## src/rtl/div32_seq.sv

```systemverilog
// Sequential 32-bit divider: restoring shift-subtract over 32 cycles, then sign fix-up.
// SIGNED=1 gives truncating two's-complement division; SIGNED=0 gives unsigned division.
module div32_seq #(
    parameter bit SIGNED = 1'b1
) (
    input  logic        i_clk,
    input  logic        i_rst_n,
    input  logic        i_start,
    input  logic [31:0] i_dividend,
    input  logic [31:0] i_divisor,
    output logic [31:0] o_quotient,
    output logic [31:0] o_remainder,
    output logic        o_busy,
    output logic        o_done,
    output logic        o_div_by_zero
);

    typedef enum logic [1:0] {StIdle, StCalc, StFix, StDone} state_e;

    state_e      state_q;
    logic [5:0]  cnt_q;
    logic [31:0] quo_q;
    logic [31:0] rem_q;
    logic [31:0] dvs_q;
    logic        q_neg_q;
    logic        r_neg_q;
    logic        dz_pend_q;

    logic        a_neg;
    logic        b_neg;
    logic [31:0] a_mag;
    logic [31:0] b_mag;
    logic [32:0] rem_sh;
    logic [32:0] diff;
    logic        fits;

    always_comb begin
        a_neg  = SIGNED && i_dividend[31];
        b_neg  = SIGNED && i_divisor[31];
        a_mag  = a_neg ? (32'd0 - i_dividend) : i_dividend;
        b_mag  = b_neg ? (32'd0 - i_divisor) : i_divisor;
        // quo_q doubles as the dividend shift register: its MSB feeds the partial remainder.
        rem_sh = {rem_q, quo_q[31]};
        diff   = rem_sh - {1'b0, dvs_q};
        fits   = !diff[32];
    end

    always_ff @(posedge i_clk or negedge i_rst_n) begin
        if (!i_rst_n) begin
            state_q       <= StIdle;
            cnt_q         <= 6'd0;
            quo_q         <= 32'd0;
            rem_q         <= 32'd0;
            dvs_q         <= 32'd0;
            q_neg_q       <= 1'b0;
            r_neg_q       <= 1'b0;
            dz_pend_q     <= 1'b0;
            o_quotient    <= 32'd0;
            o_remainder   <= 32'd0;
            o_busy        <= 1'b0;
            o_done        <= 1'b0;
            o_div_by_zero <= 1'b0;
        end else begin
            o_done <= (state_q == StDone);
            unique case (state_q)
                StIdle: begin
                    if (i_start) begin
                        cnt_q   <= 6'd0;
                        q_neg_q <= a_neg ^ b_neg;
                        r_neg_q <= a_neg;
                        if (i_divisor != 32'd0) begin
                            quo_q         <= a_mag;
                            rem_q         <= 32'd0;
                            dvs_q         <= b_mag;
                            dz_pend_q     <= 1'b0;
                            o_div_by_zero <= 1'b0;
                            o_busy        <= 1'b1;
                            state_q       <= StCalc;
                        end else begin
                            // Raw dividend parked in rem_q; published as the remainder in DONE.
                            quo_q     <= 32'd0;
                            rem_q     <= i_dividend;
                            dvs_q     <= 32'd0;
                            dz_pend_q <= 1'b1;
                            state_q   <= StDone;
                        end
                    end
                end
                StCalc: begin
                    rem_q <= fits ? diff[31:0] : rem_sh[31:0];
                    quo_q <= {quo_q[30:0], fits};
                    cnt_q <= cnt_q + 6'd1;
                    if (cnt_q == 6'd31) begin
                        state_q <= StFix;
                    end
                end
                StFix: begin
                    o_quotient  <= q_neg_q ? (32'd0 - quo_q) : quo_q;
                    o_remainder <= r_neg_q ? (32'd0 - rem_q) : rem_q;
                    o_busy      <= 1'b0;
                    state_q     <= StDone;
                end
                StDone: begin
                    if (dz_pend_q) begin
                        o_quotient    <= 32'hFFFF_FFFF;
                        o_remainder   <= rem_q;
                        o_div_by_zero <= 1'b1;
                        dz_pend_q     <= 1'b0;
                    end
                    state_q <= StIdle;
                end
                default: state_q <= StIdle;
            endcase
        end
    end

endmodule

```

## config.mk

```make
export PLATFORM = sky130hd
export DESIGN_NAME = div32_seq
export DESIGN_NICKNAME = d
export VERILOG_FILES = /design/src/rtl/div32_seq.sv
export SDC_FILE = /design/constraint.sdc
export NUM_CORES = 1
export LEC_CHECK = 0
export BUFFER_PORTS_ARGS = -buffer_cell sky130_fd_sc_hd__buf_4
export CORE_ASPECT_RATIO = 0.75
export CORE_UTILIZATION = 54
export DETAILED_ROUTE_END_ITERATION = 7
export GPL_TIMING_DRIVEN = 0
export MAX_ROUTING_LAYER = met4
export PLACE_DENSITY_LB_ADDON = 0.05
export REMOVE_ABC_BUFFERS = 1
export SLEW_MARGIN = 20
export SYNTH_ARGS = -nofsm -noshare
export SYNTH_HDL_FRONTEND = slang
export SYNTH_SLANG_ARGS = --single-unit
export TNS_END_PERCENT = 10
```

## constraint.sdc

```tcl
create_clock -name i_clk -period 3.75 [get_ports i_clk]
set_clock_uncertainty 0.1 [all_clocks]
set_input_delay 0.75 -clock i_clk [delete_from_list [all_inputs] [get_ports i_clk]]
set_output_delay 0.75 -clock i_clk [all_outputs]
set_load 0.05 [all_outputs]
```

Word level (Yosys, flattened, before mapping)

Index checks and enable logic that the tools add are counted.

Output and inout bits: 67
Flip-flop bits (word level): 174
Logic and storage cells: 74
Input bits: 67

Equality and inequality tests: 8
Bitwise gates (word level): 1
Muxes and demuxes: 32
Add/subtract/negate cells: 6
Reductions and logical operators: 14

Operators with widths:

| cell                    | number |
|---|---|
| $mux W32                | 12 |
| $pmux W32 S2            | 4 |
| $sub A1 B32 Y32 const A | 4 |
| $sub A33 B32 Y33        | 1 |
| $reduce_bool A32 Y1     | 1 |
| $pmux W6 S2             | 1 |
| $reduce_and A2 Y1       | 5 |
| $ne A2 B2 Y1 const B    | 4 |
| $pmux W2 S4             | 1 |
| $reduce_bool A2 Y1      | 4 |
| $mux W1                 | 7 |
| $add A6 B1 Y6 const B   | 1 |
| $eq A6 B5 Y1 const B    | 1 |
| $mux W2                 | 3 |
| $mux W6                 | 1 |
| $pmux W1 S2             | 3 |
| $eq A2 B2 Y1 const B    | 2 |
| $reduce_and A4 Y1       | 1 |
| $reduce_and A3 Y1       | 1 |
| $eq A2 B1 Y1 const B    | 1 |
| $logic_not A2 Y1        | 1 |
| $logic_not A1 Y1        | 1 |
| $xor A1 B1 Y1           | 1 |

Longest topological paths before layout

Word-level depth: 5
Mapped depth: 13
Gate-level depth less buffers: 12

Least setup slack after synthesis

Ideal clock, no wire load.

Kind: register to register
Start point: reg quo_q[31]
End point: reg rem_q[11]
Stages on the path, launching flop included: 14
Data arrival time: 3.498 ns
Buffers on the path: 1
Data required time: 3.516 ns
Setup slack: 0.018 ns
Library setup time: 0.134 ns
Clock period less this slack: 3.732 ns
Cell sequence: dfrtp_1 inv_1 ha_1 fa_1 nor2b_1 o2111ai_1 a31oi_1 o31a_1 nor3_1 o211ai_1 xor2_1 clkbuf_1 mux2i_1 o21ai_0

Longest elaborated chain between the ends: 3

Ends and longest elaborated chain:

| what                   | RTL line | source |
|---|---|---|
| from (decl)            | 22       | `logic [31:0] quo_q;` |
| from (signal assigned) | 72       | `quo_q <= a_mag;` |
| from (signal assigned) | 91       | `quo_q <= {quo_q[30:0], fits};` |
| $sub A33 B32 Y33       | 44       | `diff = rem_sh - {1'b0, dvs_q};` |
| $mux W32               | 90       | `rem_q <= fits ? diff[31:0] : rem_sh[31:0];` |
| $pmux W32 S2           | 65       | `unique case (state_q)` |
| to (signal assigned)   | 82       | `rem_q <= i_dividend;` |
| to (signal assigned)   | 90       |  |
| to (decl)              | 23       | `logic [31:0] rem_q;` |

No other way between the ends.
A chain may end at the register's enable or synchronous reset.

Final worst setup path

Start point: in i_divisor[10]
End point: reg rem_q[26]

Longest elaborated chain between the ends: 4

Ends and longest elaborated chain:

| what                | RTL line | source |
|---|---|---|
| from (decl)         | 10       | `input logic [31:0] i_divisor,` |
| $reduce_bool A32 Y1 | 71       | `if (i_divisor != 32'd0) begin` |
| $mux W32            | 71       |  |
| $mux W32            | 67       | `if (i_start) begin` |
| $pmux W32 S2        | 65       |  |

No other way between the ends. The select of a mux whose other input is x is not followed.

==> impl_metrics.json <==
{
  "synthTopCellsByArea": "dfrtp_1, xor2_1, o21ai_0, nand2_1, ha_1",
  "path_cells": "buf_6 -> or4_4 -> nor4_4 -> or3b_4 -> or4_4 -> or4_4 -> nor3_4 -> buf_8 -> a22o_1 -> a31oi_1 -> o21ai_1",
  "num_vias": 10700,
  "rsz0062_at_grt": "yes",
  "reg2reg_depth": 9,
  "maxSlewViolCount": 0,
  "ir_drop_uv": 577,
  "place.gp.congestion": 0.873,
  "insertion_delay_ns": 0.44,
  "drc": 0,
  "whs_ns": 0.196,
  "period_minus_slack_ns": 3.68,
  "ys_warn_count": 0,
  "drive_above_1_share": 0.154,
  "ioPinCount": 134,
  "numCtsBuffers": 17,
  "synth_top_cell_area_share": 0.377,
  "post_dp_cell_area_um2": 13000,
  "hpwl_mm": 23.9,
  "ys_async_sr_fraction": 1.00,
  "path_clk_slew_ns": 0.08,
  "grt_antenna_before_repair": 0,
  "die_h_um": 129,
  "synth_edf_count": 0,
  "antenna_left": 0,
  "start_util": 0.561,
  "cts_root_buffer": "clkbuf_16",
  "fmax_mhz": 272,
  "ys_seq_area_frac": 0.377,
  "crit_buf_inv": 2,
  "r2r-end": "o_remainder[28]$_DFFE_PN0P_",
  "dieArea_um2": 22000,
  "drt-initial-drc-count": 1015,
  "setup-violations-final": 0,
  "wl_per_cell_um": 18.7,
  "grt_usage": 0.315,
  "grt_pass1_vias": 9673,
  "synth_area_leader_cell": "dfrtp_1",
  "holdCritPathClass": "in -> async",
  "cp-end-kind": "flop",
  "slew_headroom": 0.314,
  "cp.arrival_ns": 3.94,
  "area_delta_synth_final_pct": 18.4,
  "tightestPinTransition_ns": 1.03,
  "fp.dieW_um": 171,
  "rrSetupSlack_ns": 0.09,
  "avgViaCountPerCell": 6.08,
  "fin_total_pwr_mw": 14.6,
  "powerDensity_nw_per_um2": 1070,
  "path_class": "in -> reg",
  "crit_family": "simple AND/OR/NAND/NOR gates",
  "synthFlopType": "dfrtp_1",
  "hold_violations": 0,
  "diodes": 0,
  "worstPathRequired_ns": 4.01,
  "layout.nets": 1569,
  "netlist_area_um2": 11600,
  "period_share": 0.982,
  "port_buffers": 133,
  "finalWirelength_mm": 32.9,
  "core_area_um2": 20600,
  "critPathMostFrequentCell": "or4_4",
  "first_pass_iters": 5,
  "fillers": 1806,
  "cp_slowest_cell": "or4_4",
  "core.rowCount": 45,
  "max-clock-path-buffers": 2,
  "syn_inst": 1366,
  "utilization": 0.664,
  "ys_ff_latch": 174,
  "multi_input_area_um2": 6880,
  "grt_pass1_wl_mm": 52.4,
  "drv_cap": 0,
  "max_stage_delay_ns": 0.59,
  "regArea_um2": 4360,
  "cts_hold_buf": 0,
  "cp_max_fo": 17,
  "cts_tree": "done",
  "cts_max_level": 4,
  "grt_max_degree": 93,
  "ys_types": 65,
  "crit-reg2reg-launch": "rem_q[4]$_DFFE_PN0P_",
  "gr-total-overflow": 0,
  "stdcell_area_um2": 13700,
  "startpoint_type": "primary input",
  "power.leakage_nw": 5.94,
  "clock_sinks": 174,
  "avgSynthCellArea_um2": 8.47,
  "status": "completed"
}
[worst max path at each step]
stage / slack [ns] / end / cells after the start / startpoint
after floorplan: -1.27 / rem_q[14]$_DFFE_PN0P_ / 7 / state_q[1]$_DFFE_PN0P_
after global placement: -3.70 / rem_q[14]$_DFFE_PN0P_ / 7 / state_q[1]$_DFFE_PN0P_
after detailed placement: -1.37 / rem_q[29]$_DFFE_PN0P_ / 11 / i_divisor[6]
after CTS: 0.0005 / o_remainder[28]$_DFFE_PN0P_ / 9 / rem_q[4]$_DFFE_PN0P_
after global routing: -0.05 / rem_q[1]$_DFFE_PN0P_ / 14 / quo_q[31]$_DFFE_PN0P_
final: 0.07 / rem_q[26]$_DFFE_PN0P_ / 11 / i_divisor[10]
[flip-flops by register name, indices dropped and copies added (netlist names)]
name,cells
cnt_q,6
dvs_q,32
dz_pend_q,1
o_busy,1
o_div_by_zero,1
o_done,1
o_quotient,32
o_remainder,32
q_neg_q,1
quo_q,32
r_neg_q,1
rem_q,32
state_q,2
[timing repair]
action / CTS / global route
pin swaps: 3 / 3
resized for setup: 9 / 19
setup buffers: 6 / 1
setup endpoints to repair: 57 / 51
[cell families (layout without fill, tap and decap cells)]
group / after synthesis / after routing / share of synthesized area
adder cells (fa/ha/maj): 42 / 42 / 0.0461
flip-flops: 174 / 174 / 0.377
AND/OR/NAND/NOR: 425 / 425 / 0.176
AO/OA/AOI/OAI: 420 / 420 / 0.223
multiplexers: 21 / 21 / 0.0182
XOR/XNOR: 152 / 152 / 0.115
buffers and inverters: 132 / 239 / 0.0451
[layout by cell type (no fill, tap or decap), drive strengths merged, types with 5 or more instances in the layout]
| cell | netlist | final |
|---|---|---|
| dfrtp | 174 | 174 |
| ha | 41 | 41 |
| nor4 | 10 | 10 |
| o41ai | 19 | 19 |
| o31ai | 33 | 33 |
| a221oi | 11 | 11 |
| clkbuf | 65 | 18 |
| a31oi | 15 | 15 |
| nand3b | 6 | 6 |
| nor2b | 6 | 6 |
| o21a | 7 | 7 |
| xor2 | 105 | 105 |
| xnor2 | 47 | 47 |
| nor2 | 106 | 106 |
| or4 | 24 | 24 |
| a211oi | 5 | 5 |
| nand2 | 143 | 143 |
| a21o | 12 | 12 |
| a22oi | 26 | 26 |
| or3 | 16 | 16 |
| nand2b | 7 | 7 |
| o211ai | 8 | 8 |
| a21oi | 92 | 92 |
| mux2i | 21 | 21 |
| nand3 | 43 | 43 |
| o21ai | 160 | 160 |
| a22o | 8 | 8 |
| buf | 13 | 153 |
| nand4 | 11 | 11 |
| inv | 54 | 61 |
| and2 | 6 | 6 |
| nor3 | 33 | 33 |
[report_power, final]
| group | internal, mW | switching [mW] | total, mW |
|---|---|---|---|
| registers | 2.73 | 0.885 | 3.62 |
| logic | 3.57 | 5.72 | 9.28 |
| clock network | 0.873 | 0.852 | 1.73 |
| total | 7.17 | 7.46 | 14.6 |
[routing by layer]
layer,vias up,global-route usage,routed length (um)
met5,-,-,0
met4,0,0.0693,458
met3,44,0.0418,2220
met2,373,0.458,14600
met1,5163,0.466,15600
li1,5091,-,-
[Yosys cell counts (3+ instances only)]
library cell and count:
a22oi_1 26, or3_1 16, clkbuf_1 65, or2_2 3, nor4_2 3, dfrtp_1 174, o21ai_1 13, mux2i_1 21
a21oi_1 92, nand3_1 43, o31ai_1 32, o211ai_1 8, o21ai_0 147, nand4_1 11, a21boi_0 4, buf_6 3
nand3b_1 6, nand2_1 143, nand2b_1 7, o41ai_1 19, a221oi_1 11, xor2_1 105, o21a_1 7, o22ai_1 3
nor2b_1 6, nor3_1 32, and3_1 3, a211o_1 3, a22o_1 8, ha_1 41, nor2_1 105, buf_2 3
a31oi_1 15, nor4_1 7, a211oi_1 5, and2_1 6, buf_1 7, a21o_1 12, xnor2_1 47, or4_1 23
inv_1 54
[final cells by class]
class	count	area share
multi-input cells	1060	0.503
flip-flops and latches	174	0.318
inverters	54	0.0148
clock inverters	14	0.00923
clock buffers	18	0.0313
repair buffers	153	0.0981
well taps	282	0.0258
[through the flow]
step | setup TNS (ns) | std cells | worst slack, ns
floorplan | -52.67 | 1288 | -1.27
global placement | -267.48 | 1703 | -3.70
detailed placement | -54.61 | 1716 | -1.37
CTS | 0 | 1754 | 0.000527
global route | -0.0746 | 1755 | -0.0518
finish | 0 | 1755 | 0.0682
No activity file was read; power rests on OpenSTA's default activity.
